File: config.mk
export PLATFORM = sky130hd
export DESIGN_NAME = bsg_downstream_in_rx_flat
export DESIGN_NICKNAME = d
export VERILOG_FILES = /design/src/rtl/bsg_downstream_in_rx_if.sv /design/src/rtl/bsg_downstream_in_rx.sv /design/src/flat_wrapper.sv
export SDC_FILE = /design/constraint.sdc
export NUM_CORES = 2
export LEC_CHECK = 0
export CAP_MARGIN = 20
export CORE_MARGIN = 8
export CORE_UTILIZATION = 49
export DETAILED_ROUTE_END_ITERATION = 16
export GPL_TIMING_DRIVEN = 1
export HOLD_SLACK_MARGIN = 0.12
export SYNTH_ARGS = -nofsm -noshare
export SYNTH_HDL_FRONTEND = slang
export SYNTH_SLANG_ARGS = --single-unit
File: constraint.sdc
create_clock -name clk -period 7.3 [get_ports clk]
set_clock_uncertainty 0.1 [all_clocks]
set_input_delay 1.095 -clock clk [delete_from_list [all_inputs] [get_ports clk]]
set_output_delay 1.095 -clock clk [all_outputs]
set_load 0.01 [all_outputs]
File: src/rtl/bsg_downstream_in_rx_if.sv
// Handshake/bus bundle for the downstream link receiver.
// slave  : the receiver (consumes io beats and yumi, produces core/status signals)
// master : whatever drives the io link and consumes packets
interface bsg_downstream_in_rx_if #(
  parameter int FIFO_DEPTH = 64
);
  localparam int CW = $clog2(FIFO_DEPTH) + 1;

  logic          io_valid_in;
  logic [7:0]    io_data_in_ch0;
  logic [7:0]    io_data_in_ch1;
  logic          io_token_out;
  logic          core_valid_out;
  logic [63:0]   core_data_out;
  logic          core_yumi_in;
  logic [CW-1:0] fifo_count_out;
  logic          overflow_out;
  logic          timeout_out;

  modport master (
    output io_valid_in, io_data_in_ch0, io_data_in_ch1, core_yumi_in,
    input  io_token_out, core_valid_out, core_data_out, fifo_count_out,
           overflow_out, timeout_out
  );

  modport slave (
    input  io_valid_in, io_data_in_ch0, io_data_in_ch1, core_yumi_in,
    output io_token_out, core_valid_out, core_data_out, fifo_count_out,
           overflow_out, timeout_out
  );
endinterface

File: src/rtl/bsg_downstream_in_rx.sv
// Receive end of the off-chip upstream link: gathers 4 two-byte io beats
// into a 64-bit packet, queues packets in a credit-sized FIFO with a
// first-word-fall-through head, and returns io tokens as the core consumes.
// Optional partial-packet timeout: define BSG_DS_RX_TIMEOUT_EN.
module bsg_downstream_in_rx #(
  parameter int FIFO_DEPTH  = 64,
  parameter int TOKEN_BATCH = 1,
  parameter int TIMEOUT_CYC = 255
) (
  input  logic                         clk,
  input  logic                         rst,
  bsg_downstream_in_rx_if.slave        bus
);

  localparam int PW = $clog2(FIFO_DEPTH);
  localparam int CW = PW + 1;
  localparam int BW = (TOKEN_BATCH > 1) ? $clog2(TOKEN_BATCH) : 1;

  // Drop one beat's two bytes into their packet lanes.
  function automatic logic [63:0] place_beat(input logic [63:0] pkt,
                                             input logic [1:0]  b,
                                             input logic [7:0]  c0,
                                             input logic [7:0]  c1);
    logic [63:0] r;
    r = pkt;
    case (b)
      2'd0:    begin r[7:0]   = c0; r[23:16] = c1; end
      2'd1:    begin r[15:8]  = c0; r[31:24] = c1; end
      2'd2:    begin r[39:32] = c0; r[55:48] = c1; end
      default: begin r[47:40] = c0; r[63:56] = c1; end
    endcase
    return r;
  endfunction

  logic [1:0]    beat_q, beat_d;
  logic [63:0]   asm_q, asm_d;
  logic [63:0]   mem_q [FIFO_DEPTH];
  logic [PW-1:0] wr_q, wr_d, rd_q, rd_d;
  logic [CW-1:0] count_q, count_d;
  logic [BW-1:0] batch_q, batch_d;
  logic          token_q, token_d;
  logic          overflow_q, overflow_d;
  logic [63:0]   hold_q;
  logic          push, pop, full, wr_en;

`ifdef BSG_DS_RX_TIMEOUT_EN
  localparam int IW = $clog2(TIMEOUT_CYC + 1);
  logic [IW-1:0] idle_q, idle_d;
  logic          timeout_q, timeout_d;
`else
  logic unused_timeout_cfg;
  assign unused_timeout_cfg = |TIMEOUT_CYC;
`endif

  assign full = (count_q == CW'(FIFO_DEPTH));
  assign pop  = bus.core_yumi_in && (count_q != '0);

  // Beat assembly, partial-packet timeout, FIFO bookkeeping and token batching.
  always_comb begin
    beat_d     = beat_q;
    asm_d      = asm_q;
    push       = 1'b0;
    wr_d       = wr_q;
    rd_d       = rd_q;
    count_d    = count_q;
    batch_d    = batch_q;
    token_d    = 1'b0;
    overflow_d = overflow_q;
    wr_en      = 1'b0;
`ifdef BSG_DS_RX_TIMEOUT_EN
    idle_d     = idle_q;
    timeout_d  = timeout_q;
`endif

    if (bus.io_valid_in) begin
      asm_d  = place_beat(asm_q, beat_q, bus.io_data_in_ch0, bus.io_data_in_ch1);
      push   = (beat_q == 2'd3);
      beat_d = beat_q + 2'd1;
    end

`ifdef BSG_DS_RX_TIMEOUT_EN
    // The idle counter only runs while a packet is partially assembled; the
    // cycle that would carry it to TIMEOUT_CYC abandons the partial packet.
    if (bus.io_valid_in || beat_q == 2'd0) begin
      idle_d = '0;
    end else if (idle_q == IW'(TIMEOUT_CYC - 1)) begin
      idle_d    = '0;
      beat_d    = 2'd0;
      timeout_d = 1'b1;
    end else begin
      idle_d = idle_q + IW'(1);
    end
`endif

    // A pop frees a slot in the same cycle, so full+push+pop is accepted.
    wr_en = push && (!full || pop);
    if (push && full && !pop) overflow_d = 1'b1;

    if (wr_en) wr_d = wr_q + PW'(1);
    if (pop)   rd_d = rd_q + PW'(1);

    case ({wr_en, pop})
      2'b10:   count_d = count_q + CW'(1);
      2'b01:   count_d = count_q - CW'(1);
      default: count_d = count_q;
    endcase

    if (pop) begin
      if (batch_q == BW'(TOKEN_BATCH - 1)) begin
        batch_d = '0;
        token_d = 1'b1;
      end else begin
        batch_d = batch_q + BW'(1);
      end
    end
  end

  // Control state; reset drops any partial packet and all queued packets.
  always_ff @(posedge clk) begin
    if (rst) begin
      beat_q     <= 2'd0;
      wr_q       <= '0;
      rd_q       <= '0;
      count_q    <= '0;
      batch_q    <= '0;
      token_q    <= 1'b0;
      overflow_q <= 1'b0;
      hold_q     <= '0;
`ifdef BSG_DS_RX_TIMEOUT_EN
      idle_q     <= '0;
      timeout_q  <= 1'b0;
`endif
    end else begin
      beat_q     <= beat_d;
      wr_q       <= wr_d;
      rd_q       <= rd_d;
      count_q    <= count_d;
      batch_q    <= batch_d;
      token_q    <= token_d;
      overflow_q <= overflow_d;
      if (count_q != '0) hold_q <= mem_q[rd_q];
`ifdef BSG_DS_RX_TIMEOUT_EN
      idle_q     <= idle_d;
      timeout_q  <= timeout_d;
`endif
    end
  end

  // Datapath storage: assembly register and packet slots, never reset.
  always_ff @(posedge clk) begin
    asm_q <= asm_d;
    if (wr_en) mem_q[wr_q] <= asm_d;
  end

  assign bus.io_token_out   = token_q;
  assign bus.core_valid_out = (count_q != '0);
  // While empty, the last head presented stays on the bus.
  assign bus.core_data_out  = (count_q != '0) ? mem_q[rd_q] : hold_q;
  assign bus.fifo_count_out = count_q;
  assign bus.overflow_out   = overflow_q;
`ifdef BSG_DS_RX_TIMEOUT_EN
  assign bus.timeout_out    = timeout_q;
`else
  assign bus.timeout_out    = 1'b0;
`endif

endmodule

File: src/flat_wrapper.sv
// flat-port wrapper written by rule: the top's interface ports become plain ports
module bsg_downstream_in_rx_flat 
#(
  parameter int FIFO_DEPTH  = 64,
  parameter int TOKEN_BATCH = 1,
  parameter int TIMEOUT_CYC = 255
)
  (clk, rst, bus_io_valid_in, bus_io_data_in_ch0, bus_io_data_in_ch1, bus_core_yumi_in, bus_io_token_out, bus_core_valid_out, bus_core_data_out, bus_fifo_count_out, bus_overflow_out, bus_timeout_out);
  bsg_downstream_in_rx_if #(.FIFO_DEPTH(FIFO_DEPTH)) bus_i ();
  input  logic clk;
  input  logic rst;
  input wire logic [$bits(bus_i.io_valid_in)-1:0] bus_io_valid_in;
  input wire logic [$bits(bus_i.io_data_in_ch0)-1:0] bus_io_data_in_ch0;
  input wire logic [$bits(bus_i.io_data_in_ch1)-1:0] bus_io_data_in_ch1;
  input wire logic [$bits(bus_i.core_yumi_in)-1:0] bus_core_yumi_in;
  output wire logic [$bits(bus_i.io_token_out)-1:0] bus_io_token_out;
  output wire logic [$bits(bus_i.core_valid_out)-1:0] bus_core_valid_out;
  output wire logic [$bits(bus_i.core_data_out)-1:0] bus_core_data_out;
  output wire logic [$bits(bus_i.fifo_count_out)-1:0] bus_fifo_count_out;
  output wire logic [$bits(bus_i.overflow_out)-1:0] bus_overflow_out;
  output wire logic [$bits(bus_i.timeout_out)-1:0] bus_timeout_out;
  assign bus_i.io_valid_in = bus_io_valid_in;
  assign bus_i.io_data_in_ch0 = bus_io_data_in_ch0;
  assign bus_i.io_data_in_ch1 = bus_io_data_in_ch1;
  assign bus_i.core_yumi_in = bus_core_yumi_in;
  assign bus_io_token_out = bus_i.io_token_out;
  assign bus_core_valid_out = bus_i.core_valid_out;
  assign bus_core_data_out = bus_i.core_data_out;
  assign bus_fifo_count_out = bus_i.fifo_count_out;
  assign bus_overflow_out = bus_i.overflow_out;
  assign bus_timeout_out = bus_i.timeout_out;
  bsg_downstream_in_rx #(.FIFO_DEPTH(FIFO_DEPTH), .TOKEN_BATCH(TOKEN_BATCH), .TIMEOUT_CYC(TIMEOUT_CYC)) u_core (.clk(clk), .rst(rst), .bus(bus_i));
endmodule
==> flow_summary.json <==
{
  "synthFlopType": "edfxtp_1",
  "synthMuxAreaShare_pct": 11.1,
  "synth_top_family_by_area": "multiplexers",
  "synth_area_leaders": "edfxtp_1, mux2i_1, mux4_2",
  "dieArea_um2": 350000,
  "netlist_instances": 8749,
  "top_level_ports": 95,
  "area.growth.synth_to_final_pct": 14.1,
  "start_util_pct": 49.2,
  "drtIter0Drc": 11800,
  "start_kind": "flop",
  "ant_nets": 0,
  "grt_pass1_wl_um": 673000,
  "synth_compound_area_share_pct": 4.53,
  "post_drt_wl_per_cell_um": 35.4,
  "crit_arrival_ns": 5.56,
  "via_per_inst": 6.42,
  "post_cts_buffers": 0,
  "insertion_delay_ns": 0.97,
  "synth_warnings": 0,
  "grt_overflow": 0,
  "drv_cap": 0,
  "syn_avg_cell_area_um2": 18.6,
  "peakVddDrop_uv": 190,
  "die_x_um": 592,
  "setup_violations": 0,
  "tns_ns": 0,
  "cp-end-kind": "output port",
  "h-tree-depth": 5,
  "fin_crit_ns": 6.76,
  "syn-num-nets": 8779,
  "total_leakage_power_uw": 0.0560,
  "finalHoldWorstSlack_ns": 0.406,
  "totalWireLength_um": 491000,
  "drc": 0,
  "relSlewSlack_pct": 20.6,
  "io_buffers": 93,
  "yosys.area_share.simple_pct": 4.90,
  "die_y_um": 592,
  "root_buffer": "clkbuf_16",
  "cp_max_fo": 72,
  "status": "finished, final reports clean",
  "fmax_mhz": 148,
  "cp.required_ns": 6.11,
  "hp-class": "flop to flop",
  "slowest_stage": "dfxtp_4",
  "coreArea_um2": 330000,
  "synth-edff-count": 4096,
  "worst_slew_pin_slew_ns": 1.19,
  "syn-cell-area_um2": 163000,
  "drive_above_1_share_pct": 15.5,
  "hpwl_um": 262000,
  "num_rows": 211,
  "synth.distinct_cells": 54,
  "antenna_found_initial": 20,
  "grt_max_degree": 139,
  "fin_crit_sh_pct": 92.5,
  "hold_buffers": 0,
  "cts_resized": 0,
  "cts_buffers": 423,
  "report.final.slew_viol_count": 0,
  "cts_tree": "done",
  "rsz0062_at_grt": "false",
  "place_congestion": 0.812,
  "yosysSeqAreaShare_pct": 77.6,
  "async_flop_share_pct": 0,
  "path_cells": "buf_12 -> buf_12 -> buf_4 -> mux2i_1 -> o22ai_1 -> or4_1 -> nor4_2 -> nor3_1 -> clkdlybuf4s50_1",
  "critical_path_class": "flop to output port",
  "first_pass_iters": 6,
  "cts_buffer_depth": 4,
  "vias": 88900,
  "pwr_density_cell_nw_per_um2": 300,
  "synth_adder_area_share_pct": 0.0770,
  "cp_num_buf_inv": 4,
  "finalNetCount": 9148,
  "clk_pin_slew_worst_paths_ns": 0.06,
  "path_delay_family": "buffers and inverters",
  "grt_use_total_pct": 27.2,
  "synth-xor-area-share_pct": 0.0754,
  "fill_cells": 24800,
  "hold_viol": 0,
  "cts.sinks": 4253,
  "first_global_vias": 85800,
  "synth.top_cell.area_share_pct": 75.7,
  "crit_top_cell": "buf_12",
  "ys_ff_latch": 4253,
  "crit_path_max_incr_delay_ns": 1.05,
  "yosysTopAreaCell": "edfxtp_1"
}
stage by stage:
step                      area, µm²  utilization (%)  power [µW]  cells  worst slack [ns]
after floorplan              163000                -       31700   8749              1.59
after global placement       171000             51.6       33800  13000              1.23
after detailed placement     171000             51.7       34100  13000              1.46
after CTS                    185000             55.9       55600  13800             0.400
after global routing         186000             56.2       57200  13800             0.160
final                        186000             56.2       55700  13900             0.545
kinds of logic (layout without fill, tap and decap cells):
family,after synthesis,count (layout)
buffers and inverters,557,1285
and+or+nand+nor,1386,1386
DFF,4253,4253
adders and majority gates,10,10
xor gates and xnor gates,14,14
muxes,1480,1480
AOI/OAI and AO/OA,1048,1048
other,1,16
power by group:
part,leakage (µW),internal [µW],total [µW],switching (µW)
clock network,0.00680,12600,21800,9220
logic,0.0109,1180,4720,3540
registers,0.0383,29100,29200,67.7
total,0.0560,42900,55700,12800
sequential cells by signal (all words and copies together) (netlist names), named ones only:
name                       count
u_core.asm_q                  64
u_core.beat_q                  2
u_core.bus.fifo_count_out      7
u_core.bus.io_token_out        1
u_core.bus.overflow_out        1
u_core.hold_q                 64
u_core.mem_q                4096
u_core.rd_q                    6
u_core.wr_q                    6
worst min-delay path, cell delays in order (launching register included):
cell and delay, ns:
dfxtp_1 0.34, a41oi_1 0.05, nor2_1 0.08
final cells by class:
type	count	area (µm²)	share of cell area [%]
repair buffers	495	5640	3.04
inverters	6	22.5	0.0121
diodes	15	37.5	0.0202
clock buffers	574	11700	6.30
well taps	4366	5460	2.94
clock inverters	210	2190	1.18
multi-input cells	3939	34300	18.5
flip-flops and latches	4253	126000	68.0
synthesized netlist by cell type (7+ instances only):
master and number:
xor2_1 7, nor3_1 70, a211oi_1 385, buf_2 233
mux2_2 67, clkbuf_1 217, a2111oi_0 129, xnor2_1 7
nor2_1 410, ha_1 10, mux4_2 256, mux2i_1 1157
buf_1 29, o22ai_1 513, a21oi_1 7, nor2b_1 388
dfxtp_1 157, buf_4 53, or4_1 129, nor4_2 43
edfxtp_1 4096, buf_6 19, nand2_1 21, nor4_1 278
routing by layer:
metal,track usage [%],vias up,share of wire (%)
li1,-,36500,-
met1,37.3,47000,39
met2,44.1,4481,48
met3,4.62,939,8.8
met4,10.2,14,4.2
met5,0,-,0.018
worst paths after layout:
check / slack, ns / to / startpoint / depth (start not counted)
hold / removal: 0.41 / u_core.bus.overflow_out / u_core.bus.overflow_out / 2
setup / recovery: 0.54 / bus_core_data_out[13] / flop / 9
setup reg to reg: 2.54 / u_core.bus.fifo_count_out[4] / u_core.bus.fifo_count_out[0] / 11
hold reg to reg: 0.41 / u_core.bus.overflow_out / u_core.bus.overflow_out / 2
cells in the final DEF, fill, tap and decap left out, drive strengths merged, types with 10 or more instances in the layout:
cell type,count
nor3,70
a2111oi,129
inv,16
dfxtp,157
edfxtp,4096
mux2i,1157
clkbuf,576
o22ai,513
buf,401
nor2b,388
a211oi,385
or4,129
nor4,321
nand2,22
clkdlybuf4s50,92
mux4,256
mux2,67
nor2,410
diode,15
bufinv,39
ha,10
clkinv,154
No activity file was read; power rests on OpenSTA's default activity.
